$ cat src/rtl/trace_pkg.sv
// Shared types and constants for the instruction trace capture block.
// Entries are stored as {pc, instr}, with the PC in the upper half.
package trace_pkg;

    typedef enum logic [1:0] {
        ST_IDLE  = 2'd0,
        ST_ARMED = 2'd1,
        ST_POST  = 2'd2,
        ST_DONE  = 2'd3
    } trace_state_e;

    localparam int TRACE_DEPTH_DEFAULT = 64;
    localparam int ENTRY_W             = 64;
    localparam int PC_W                = 32;
    localparam int INSTR_W             = 32;
    localparam int PC_LSB              = 32;
    localparam int INSTR_LSB           = 0;

    function automatic logic [ENTRY_W-1:0] pack_entry(input logic [PC_W-1:0]    pc,
                                                      input logic [INSTR_W-1:0] instr);
        logic [ENTRY_W-1:0] entry;
        entry                        = '0;
        entry[PC_LSB +: PC_W]        = pc;
        entry[INSTR_LSB +: INSTR_W]  = instr;
        return entry;
    endfunction

endpackage

$ cat src/rtl/trace_capture_ctrl_port_arb.sv
// Single-port SRAM arbiter for the trace buffer: capture writes always win,
// readback requests wait in a one-deep slot, and returned data is held for MMIO.
module trace_port_arb
    import trace_pkg::*;
#(
    parameter int ADDR_W = 6
) (
    input  logic               clk_i,
    input  logic               rst_i,
    input  logic               wr_en_i,
    input  logic [ADDR_W-1:0]  wr_addr_i,
    input  logic [ENTRY_W-1:0] wr_data_i,
    input  logic               rd_req_i,
    input  logic [ADDR_W-1:0]  rd_addr_i,
    input  logic [ENTRY_W-1:0] sram_rdata_i,
    output logic               sram_cs_o,
    output logic               sram_we_o,
    output logic [ADDR_W-1:0]  sram_addr_o,
    output logic [ENTRY_W-1:0] sram_wdata_o,
    output logic [PC_W-1:0]    rd_pc_o,
    output logic [INSTR_W-1:0] rd_instr_o,
    output logic               rd_valid_o
);

    logic               pend_valid_q, pend_valid_d;
    logic [ADDR_W-1:0]  pend_addr_q,  pend_addr_d;
    logic               cs_q,    cs_d;
    logic               we_q,    we_d;
    logic [ADDR_W-1:0]  addr_q,  addr_d;
    logic [ENTRY_W-1:0] wdata_q, wdata_d;
    logic               ret_q,   ret_d;
    logic [ENTRY_W-1:0] hold_q,  hold_d;

    logic               req_valid;
    logic [ADDR_W-1:0]  req_addr;
    logic [ENTRY_W-1:0] rd_entry;

    always_comb begin
        // A fresh request always supersedes whatever address is still waiting.
        req_valid    = rd_req_i || pend_valid_q;
        req_addr     = rd_req_i ? rd_addr_i : pend_addr_q;

        pend_valid_d = pend_valid_q;
        pend_addr_d  = pend_addr_q;
        cs_d         = 1'b0;
        we_d         = 1'b0;
        addr_d       = addr_q;
        wdata_d      = wdata_q;
        ret_d        = cs_q && !we_q;
        hold_d       = ret_q ? sram_rdata_i : hold_q;

        if (wr_en_i) begin
            cs_d         = 1'b1;
            we_d         = 1'b1;
            addr_d       = wr_addr_i;
            wdata_d      = wr_data_i;
            pend_valid_d = req_valid;
            pend_addr_d  = req_addr;
        end else if (req_valid) begin
            cs_d         = 1'b1;
            addr_d       = req_addr;
            pend_valid_d = 1'b0;
        end
    end

    always_ff @(posedge clk_i or posedge rst_i) begin
        if (rst_i) begin
            pend_valid_q <= 1'b0;
            pend_addr_q  <= '0;
            cs_q         <= 1'b0;
            we_q         <= 1'b0;
            addr_q       <= '0;
            wdata_q      <= '0;
            ret_q        <= 1'b0;
            hold_q       <= '0;
        end else begin
            pend_valid_q <= pend_valid_d;
            pend_addr_q  <= pend_addr_d;
            cs_q         <= cs_d;
            we_q         <= we_d;
            addr_q       <= addr_d;
            wdata_q      <= wdata_d;
            ret_q        <= ret_d;
            hold_q       <= hold_d;
        end
    end

    // Return data is forwarded in the cycle it arrives so data and valid coincide.
    assign rd_entry     = ret_q ? sram_rdata_i : hold_q;
    assign rd_pc_o      = rd_entry[PC_LSB +: PC_W];
    assign rd_instr_o   = rd_entry[INSTR_LSB +: INSTR_W];
    assign rd_valid_o   = ret_q;
    assign sram_cs_o    = cs_q;
    assign sram_we_o    = we_q;
    assign sram_addr_o  = addr_q;
    assign sram_wdata_o = wdata_q;

endmodule

$ cat src/rtl/trace_capture_ctrl.sv
// Trace capture sequencer: arm/trigger/post-trigger countdown over a circular
// buffer of retired {pc, instr} pairs, sharing the SRAM port with readback.
module trace_capture_ctrl
    import trace_pkg::*;
#(
    parameter int TRACE_DEPTH    = TRACE_DEPTH_DEFAULT,
    parameter int TRACE_PTR_BITS = $clog2(TRACE_DEPTH)
) (
    input  logic                      clk_i,
    input  logic                      rst_i,
    input  logic                      commit_valid_i,
    input  logic [31:0]               commit_pc_i,
    input  logic [31:0]               commit_instr_i,
    input  logic                      cfg_arm_i,
    input  logic                      cfg_clear_i,
    input  logic                      sw_trigger_i,
    input  logic                      cfg_trig_pc_en_i,
    input  logic [31:0]               cfg_trig_pc_i,
    input  logic [TRACE_PTR_BITS-1:0] cfg_post_count_i,
    input  logic                      rd_req_i,
    input  logic [TRACE_PTR_BITS-1:0] rd_addr_i,
    output logic [31:0]               rd_pc_o,
    output logic [31:0]               rd_instr_o,
    output logic                      rd_valid_o,
    output logic                      sram_cs_o,
    output logic                      sram_we_o,
    output logic [TRACE_PTR_BITS-1:0] sram_addr_o,
    output logic [63:0]               sram_wdata_o,
    input  logic [63:0]               sram_rdata_i,
    output logic [1:0]                state_o,
    output logic                      triggered_o,
    output logic                      wrapped_o,
    output logic [TRACE_PTR_BITS-1:0] wr_ptr_o
);

    localparam logic [TRACE_PTR_BITS-1:0] PTR_ONE  = TRACE_PTR_BITS'(1);
    localparam logic [TRACE_PTR_BITS-1:0] PTR_LAST = TRACE_PTR_BITS'(TRACE_DEPTH - 1);

    trace_state_e              state_q,     state_d;
    logic [TRACE_PTR_BITS-1:0] wr_ptr_q,    wr_ptr_d;
    logic [TRACE_PTR_BITS-1:0] post_cnt_q,  post_cnt_d;
    logic                      triggered_q, triggered_d;
    logic                      wrapped_q,   wrapped_d;

    logic                      capture_en;
    logic                      pc_match;
    logic                      trig_hit;

    assign pc_match = cfg_trig_pc_en_i && commit_valid_i && (commit_pc_i == cfg_trig_pc_i);
    assign trig_hit = sw_trigger_i || pc_match;

    always_comb begin
        state_d     = state_q;
        wr_ptr_d    = wr_ptr_q;
        post_cnt_d  = post_cnt_q;
        triggered_d = triggered_q;
        wrapped_d   = wrapped_q;
        capture_en  = 1'b0;

        // Clear outranks arm; both drop any commit or trigger in the same cycle.
        if (cfg_clear_i) begin
            state_d     = ST_IDLE;
            wr_ptr_d    = '0;
            post_cnt_d  = '0;
            triggered_d = 1'b0;
            wrapped_d   = 1'b0;
        end else if (cfg_arm_i) begin
            state_d     = ST_ARMED;
            wr_ptr_d    = '0;
            post_cnt_d  = '0;
            triggered_d = 1'b0;
            wrapped_d   = 1'b0;
        end else begin
            case (state_q)
                ST_ARMED: begin
                    capture_en = commit_valid_i;
                    if (trig_hit) begin
                        triggered_d = 1'b1;
                        post_cnt_d  = cfg_post_count_i;
                        state_d     = (cfg_post_count_i == '0) ? ST_DONE : ST_POST;
                    end
                end
                ST_POST: begin
                    if (commit_valid_i) begin
                        capture_en = 1'b1;
                        post_cnt_d = post_cnt_q - PTR_ONE;
                        if (post_cnt_q == PTR_ONE) begin
                            state_d = ST_DONE;
                        end
                    end
                end
                default: begin
                end
            endcase

            if (capture_en) begin
                wr_ptr_d = wr_ptr_q + PTR_ONE;
                if (wr_ptr_q == PTR_LAST) begin
                    wrapped_d = 1'b1;
                end
            end
        end
    end

    always_ff @(posedge clk_i or posedge rst_i) begin
        if (rst_i) begin
            state_q     <= ST_IDLE;
            wr_ptr_q    <= '0;
            post_cnt_q  <= '0;
            triggered_q <= 1'b0;
            wrapped_q   <= 1'b0;
        end else begin
            state_q     <= state_d;
            wr_ptr_q    <= wr_ptr_d;
            post_cnt_q  <= post_cnt_d;
            triggered_q <= triggered_d;
            wrapped_q   <= wrapped_d;
        end
    end

    trace_port_arb #(
        .ADDR_W (TRACE_PTR_BITS)
    ) u_port_arb (
        .clk_i        (clk_i),
        .rst_i        (rst_i),
        .wr_en_i      (capture_en),
        .wr_addr_i    (wr_ptr_q),
        .wr_data_i    (pack_entry(commit_pc_i, commit_instr_i)),
        .rd_req_i     (rd_req_i),
        .rd_addr_i    (rd_addr_i),
        .sram_rdata_i (sram_rdata_i),
        .sram_cs_o    (sram_cs_o),
        .sram_we_o    (sram_we_o),
        .sram_addr_o  (sram_addr_o),
        .sram_wdata_o (sram_wdata_o),
        .rd_pc_o      (rd_pc_o),
        .rd_instr_o   (rd_instr_o),
        .rd_valid_o   (rd_valid_o)
    );

    assign state_o     = state_q;
    assign triggered_o = triggered_q;
    assign wrapped_o   = wrapped_q;
    assign wr_ptr_o    = wr_ptr_q;

endmodule
$ cat config.mk
export PLATFORM = sky130hd
export DESIGN_NAME = trace_capture_ctrl
export DESIGN_NICKNAME = d
export VERILOG_FILES = /design/src/rtl/trace_pkg.sv /design/src/rtl/trace_capture_ctrl_port_arb.sv /design/src/rtl/trace_capture_ctrl.sv
export SDC_FILE = /design/constraint.sdc
export NUM_CORES = 1
export LEC_CHECK = 0
export BUFFER_PORTS_ARGS = -buffer_cell sky130_fd_sc_hd__buf_2
export CAP_MARGIN = 20
export CORE_ASPECT_RATIO = 1.25
export CORE_MARGIN = 4
export CORE_UTILIZATION = 45
export DETAILED_ROUTE_END_ITERATION = 8
export PLACE_DENSITY = 0.75
export SYNTH_ARGS = -nofsm -noshare
export SYNTH_HDL_FRONTEND = slang
export SYNTH_SLANG_ARGS = --single-unit
$ cat constraint.sdc
create_clock -name clk_i -period 7.4 [get_ports clk_i]
set_input_delay 0.37 -clock clk_i [delete_from_list [all_inputs] [get_ports clk_i]]
set_output_delay 0.37 -clock clk_i [all_outputs]
set_load 0.01 [all_outputs]
==> results of run 1 <==
[critical path, delay by kind of cell (launching register included)]
| family | cells | cell delay (ps) |
|---|---|---|
| buffers and inverters | 3 | 720 |
| DFF | 1 | 380 |
| adders and majority gates | 1 | 300 |
| and+or+nand+nor | 3 | 820 |
| muxes | 1 | 380 |
[stage by stage]
step / instances / cell area (um^2)
detailed placement: 1099 / 8500
global placement: 1099 / 8500
global route: 1133 / 9180
CTS: 1131 / 9150
floorplan: 619 / 6720
finish: 1133 / 9180
[worst paths after layout]
| path | startpoint | to | slack, ps | cells after the start |
|---|---|---|---|---|
| min in group clk_i | commit_instr_i[19] | u_port_arb.sram_wdata_o[19] | 140 | 3 |
| max in group asynchronous | rst_i | u_port_arb.rd_valid_o | 6090 | 4 |
| worst min register to register | u_port_arb.sram_we_o | u_port_arb.rd_valid_o | 410 | 1 |
| worst max-delay path | state_o[0] | u_port_arb.pend_addr_q[5] | 4650 | 8 |
| worst max register to register | state_o[0] | u_port_arb.pend_addr_q[5] | 4650 | 8 |
| worst min-delay path | rst_i | u_port_arb.hold_q[52] | 50 | 2 |
[synth_stat cells, types with 2 or more instances]
| library cell | count | area (um^2) |
|---|---|---|
| nand2_1 | 212 | 796 |
| dfrtp_1 | 160 | 4000 |
| mux2_2 | 69 | 777 |
| xor2_1 | 33 | 289 |
| clkbuf_1 | 26 | 97.6 |
| nor2_1 | 24 | 90.1 |
| a21oi_1 | 12 | 60.1 |
| o21ai_0 | 9 | 45.0 |
| mux2i_1 | 8 | 80.1 |
| inv_1 | 7 | 26.3 |
| nor4_1 | 7 | 43.8 |
| ha_1 | 5 | 62.6 |
| nand4_1 | 5 | 31.3 |
| nor3_1 | 5 | 25.0 |
| xnor2_1 | 5 | 43.8 |
| nand3_1 | 3 | 15.0 |
| o21ai_1 | 3 | 15.0 |
| a211o_1 | 2 | 17.5 |
| nand2b_1 | 2 | 12.5 |
| nand3b_1 | 2 | 15.0 |
| nand4b_1 | 2 | 17.5 |
| o2111ai_1 | 2 | 17.5 |
[registers in the layout, summed over array words and instances (netlist names)]
register and cells:
u_port_arb.hold_q 64, u_port_arb.sram_wdata_o 64, post_cnt_q 6, u_port_arb.pend_addr_q 6
u_port_arb.sram_addr_o 6, wr_ptr_o 6, state_o 2, triggered_o 1
u_port_arb.pend_valid_q 1, u_port_arb.rd_valid_o 1, u_port_arb.sram_cs_o 1, u_port_arb.sram_we_o 1
wrapped_o 1
[kinds of logic (layout without fill, tap and decap cells)]
family	Yosys count	after routing	synth area share
AND/OR/NAND/NOR	270	270	0.166
flip-flops	160	160	0.596
multiplexers	78	78	0.129
XOR/XNOR	38	38	0.0495
buffers and inverters	36	371	0.0203
AO/OA/AOI/OAI	32	32	0.0294
adder cells (fa/ha/maj)	5	5	0.00931
other	0	1	0
[routing by layer]
metal | vias to the layer above | global-route usage | wire (um)
met5 | - | 0 | 35
met4 | 6 | 0.0767 | 479
met3 | 39 | 0.0841 | 1950
met2 | 266 | 0.379 | 9250
met1 | 2536 | 0.252 | 7180
li1 | 2667 | - | -
[placed cells by master, fill, tap and decap left out, types with 6 or more instances in the layout]
master,n
buf_2,326
nand2_1,211
dfrtp_1,159
mux2_2,69
xor2_1,33
nor2_1,24
clkbuf_16,17
a21oi_1,12
o21ai_0,9
mux2i_1,8
nor4_1,7
inv_1,6
[power groups by stage]
stage / Sequential (mW) / Clock, mW / Combinational (mW)
finish: 1.17 / 0.940 / 0.662
global route: 1.20 / 1.00 / 0.735
CTS: 1.17 / 0.962 / 0.674
detailed placement: 1.18 / 0 / 0.675
global placement: 1.18 / 0 / 0.660
floorplan: 1.24 / 0 / 0.281
[cell type report]
class / count / area (um^2)
Fill cell: 1181 / 5350
Sequential cell: 160 / 4010
Multi-Input combinational cell: 423 / 2580
Timing Repair Buffer: 331 / 1690
Clock buffer: 20 / 467
Tap cell: 178 / 223
Clock inverter: 12 / 180
Inverter: 8 / 35.0
Antenna cell: 1 / 2.50
==> out/metrics.cfg, run 1 <==
[run_status]
status=completed

[timing]
tightest_slew_ps=783
hold-worst-slack_ps=51.2
fin_setup_tns_ps=0
min_period_ps=2750
final.setup.worst_slack_ps=4650
max_freq_mhz=364
slew_headroom=0.478
finalClockSkew_ps=6.46
drv_slew=0
rsz0062_at_grt=false
finalHoldViolCount=0
setup_viol=0
period_share=0.371

[pwr]
power_leakage_nw=4.89
vdd_drop_max_mv=0.141
total_power_mw=2.77
intPower_mw=1.96
netSwitchingPower_mw=0.815
switching_share=0.294
power_frac_comb=0.239
sequentialPowerShare=0.423
p_clk_frac=0.339
power.density_nw_per_um2=302

[floorplanning]
start_util=0.462
core_area_um2=14500
die_x_um=117
ios=327
die_area_um2=17000
dieHeight_um=145
rows=49

[clock_tree]
htreeDepth=4
cts_setup_buffers=0
clock-sinks=160
cts_tree=done
cts_resized=0
ctsHoldBuffers=0
cts_buffers=17
cts.clk_slew.worst_paths_ps=60
clock_latency_ps=420
cts_root_buf=clkbuf_16
clock_path_buffers=2

[finish]
layout-drive-gt1-share=0.462
area.growth.synth_to_final_pct=36.7
fin_util=0.632
nNetsFinal=1126

[grt]
grt_overflow=0
grt_usage=0.221
grt_max_degree=87
first_global_vias=5494
grt_pass1_wl_mm=28.4
grt_antenna_before_repair=4

[detailed_routing]
drtAntennaViolNets=0
via_per_inst=4.87
drt-total-wl_mm=18.9
avgRoutedWirePerCell_um=16.7
dr.pass1.iters=4
num_vias=5514
drt_iter0_markers=244
drc=0

[logic_synthesis]
ys_ff_latch=160
synth_edf_count=0
ys_seq_area_frac=0.596
yosysUniqueCellTypes=38
async_reset_ff_frac=1.00
yosysWarnings=0
synth-main-ff-cell=dfrtp_1
syn_nets=804
syn_inst=619
avgSynthCellArea_um2=10.9
synth_area_um2=6720

[flow_run]
maxCapViolCount=0

[place]
place.gp.congestion=0.840
post-place-ws_ps=4640
io_buffer_count=326
hpwl_mm=14.5

[setup_path]
required_ps=7700
end_kind=register
critPathKind=reg -> reg
critical_path_arrival_ps=3040
start_kind=register
crit_slowest_cell=buf_4
slowest_delay_ps=600
crit_chain=inv_1, ha_1, nor2_1, nand2_2, inv_2, buf_4, nand2_1, mux2_1
cp_max_fo=78

[min_path]
hold_class=in -> async

Power figures use the tool's default switching activity.
==> run 2, diff against run 1 <==
==> constraint.sdc (replaced) <==
create_clock -name clk_i -period 2.7 [get_ports clk_i]
set_input_delay 0.135 -clock clk_i [delete_from_list [all_inputs] [get_ports clk_i]]
set_output_delay 0.135 -clock clk_i [all_outputs]
set_load 0.01 [all_outputs]
==> run 2 against run 1 <==
Compared with the run above:
- clock-buffer cell count decreased by 1
- hold slack got worse by 31 ps
- routed wire length increased by 19%
- global-route usage increased by 4.3 points
- critical path depth unchanged
- combinational power increased to 3.1 times the previous value
- clock power increased by 140%
- sequential share of layout area decreased by 5.3 points
- total power increased to 2.7 times the previous value
- utilization increased by 8.7 points
- via count increased by 13%
- flip-flop and latch count unchanged
==> out/metrics.cfg, run 2 (synthesis gave the netlist of run 1 again) <==
[setup_path]
timing.reg2reg.setup_slack_ps=620  ; -4030 ps
end_kind=register
required_ps=2990  ; -4710 ps
worst-r2r-cell-count=7  ; -1
critical_path_arrival_ps=2550  ; -490 ps
rr_startpoint=state_o[0]
startpoint=commit_pc_i[15]
critPathKind=in -> reg
endpoint=post_cnt_q[3]
cp_max_fo=7  ; -91%
rr_endpoint=u_port_arb.pend_addr_q[5]
start_kind=input pin

[clock_tree]
cts_resized=0  ; unchanged
cts_buffers=17  ; unchanged
htreeDepth=4  ; unchanged
cts.clk_slew.worst_paths_ps=60  ; about the same
clock_latency_ps=410  ; about the same
clock-sinks=160  ; unchanged
cts_root_buf=clkbuf_16
cts_tree=done
clock_path_buffers=2  ; unchanged
cts_setup_buffers=0  ; unchanged

[grt]
grtUsageMet1=0.289  ; +0.0367
grt_max_degree=66  ; -24%
met3_usage=0.100  ; +0.0159
grt_usage=0.265  ; +0.0433
grt_overflow=0  ; unchanged
grt_antenna_before_repair=6  ; +2
grt_pass1_wl_mm=33.9  ; +19%
grt-busiest-layer=met2
first_global_vias=6516  ; +19%
met2_usage=0.447  ; +0.0685

[detailed_routing]
drtAntennaViolNets=0  ; unchanged
drt-total-wl_mm=22.4  ; +19%
via_per_inst=4.92  ; +1.1%
num_vias=6229  ; +13%
avgRoutedWirePerCell_um=17.7  ; +6.3%
drt_iter0_markers=338  ; +39%
drc=0  ; unchanged
dr.pass1.iters=4  ; unchanged

[run_status]
status=completed

[place]
place.gp.congestion=0.877  ; +4.4%
hpwl_mm=15.1  ; +4.3%
io_buffer_count=326  ; unchanged
post-place-ws_ps=574  ; -4060 ps
place_area_um2=8590  ; +0.96%

[finish]
layout_commonest_cell=buf_2
nNetsFinal=1259  ; +12%
area.growth.synth_to_final_pct=55.4
layout-drive-gt1-share=0.409  ; -0.0529
nFillCells=1020  ; -14%
final_cell_mix=buf_2 (326), nand2_1 (211), dfrtp_1 (159)
fin_area_um2=10400  ; +14%

[timing]
finalClockSkew_ps=8.85  ; +2.38 ps
rsz0062_at_grt=false
hold-worst-slack_ps=20.5  ; -30.7 ps
finalHoldViolCount=0  ; unchanged
drv_slew=0  ; unchanged
final.setup.worst_slack_ps=445  ; -4210 ps
slew_headroom=0.493  ; +0.0152
tightest_slew_ps=759  ; -24.3 ps
setup_viol=0  ; unchanged
fin_setup_tns_ps=0  ; unchanged
period_share=0.835
max_freq_mhz=444
min_period_ps=2250

[flow_run]
maxCapViolCount=0  ; unchanged

[pwr]
vdd_drop_max_mv=0.392  ; +180%
power.density_nw_per_um2=723  ; +140%
sequentialPowerShare=0.426  ; +0.003
netSwitchingPower_mw=2.36  ; +190%
switching_share=0.313  ; +0.0187
p_clk_frac=0.305  ; -0.034
total_power_mw=7.54  ; +170%
intPower_mw=5.18  ; +160%
power_frac_comb=0.269  ; +0.030
power_leakage_nw=5.40  ; +10%

[floorplanning]
ios=327  ; unchanged
die_x_um=117  ; unchanged
core_area_um2=14500  ; unchanged
dieHeight_um=145  ; unchanged
die_area_um2=17000  ; unchanged
rows=49  ; unchanged
start_util=0.462  ; unchanged

[min_path]
min_from=sram_rdata_i[8]
hold_class=in -> reg

run 2: cell types whose count changed in the layout (fill, tap and decap cells not counted), moves of 2 or more:
cell / before / now
dlygate4sd3_1: 0 / 128
bufinv_16: 4 / 1
clkinvlp_4: 2 / 6
buf_4: 4 / 7
buf_12: 0 / 3
clkbuf_8: 3 / 1
run 2: what timing repair did:
item | CTS | global route
endpoints found under the setup margin | 0 | 0
hold buffers | 128 | 0
endpoints found under the hold margin | 158 | 0
run 2: cell type report:
class                           count  area, um^2  area share
Inverter                            8        33.8     0.00324
Tap cell                          178         223      0.0213
Antenna cell                        1        2.50    0.000240
Sequential cell                   160        4010       0.384
Timing Repair Buffer              464        3030       0.290
Multi-Input combinational cell    423        2580       0.247
Clock buffer                       19         443      0.0424
Clock inverter                     13         128      0.0122
run 2: how the worst min path moves through the flow:
| stage | depth (start not counted) | endpoint |
|---|---|---|
| after CTS | 2 | u_port_arb.hold_q[8] |
| after floorplan | 1 | state_o[0] |
| after global routing | 2 | u_port_arb.hold_q[8] |
| after detailed placement | 2 | u_port_arb.hold_q[4] |
| after global placement | 2 | u_port_arb.hold_q[4] |
| final | 2 | u_port_arb.hold_q[8] |
run 2: per-layer routing:
| metal | wire length (um) | up-vias |
|---|---|---|
| met5 | 63 | - |
| met1 | 8100 | 2892 |
| met2 | 11000 | 315 |
| met3 | 2270 | 77 |
| met4 | 992 | 10 |
| li1 | - | 2935 |
run 2: worst max-delay path: stages:
cell	delay [ps]
dlygate4sd3_1	530
buf_2	130
xor2_1	160
nor4_1	420
nand4_1	280
nor4_4	410
o21ai_2	170
a211o_1	320
run 2: power groups by stage:
stage	Clock [mW]	Sequential (mW)	Combinational (mW)
final	2.30	3.21	2.03
after global routing	2.45	3.27	2.22
after CTS	2.34	3.20	2.02
after detailed placement	0	3.23	1.87
after global placement	0	3.21	1.83
after floorplan	0	3.39	0.771
run 2: through the flow:
step / util / instances
4_1_cts: 0.718 / 1265
3_5_place_dp: 0.591 / 1105
6_report: 0.719 / 1266
2_1_floorplan: - / 619
3_3_place_gp: 0.591 / 1105
5_1_grt: 0.719 / 1266
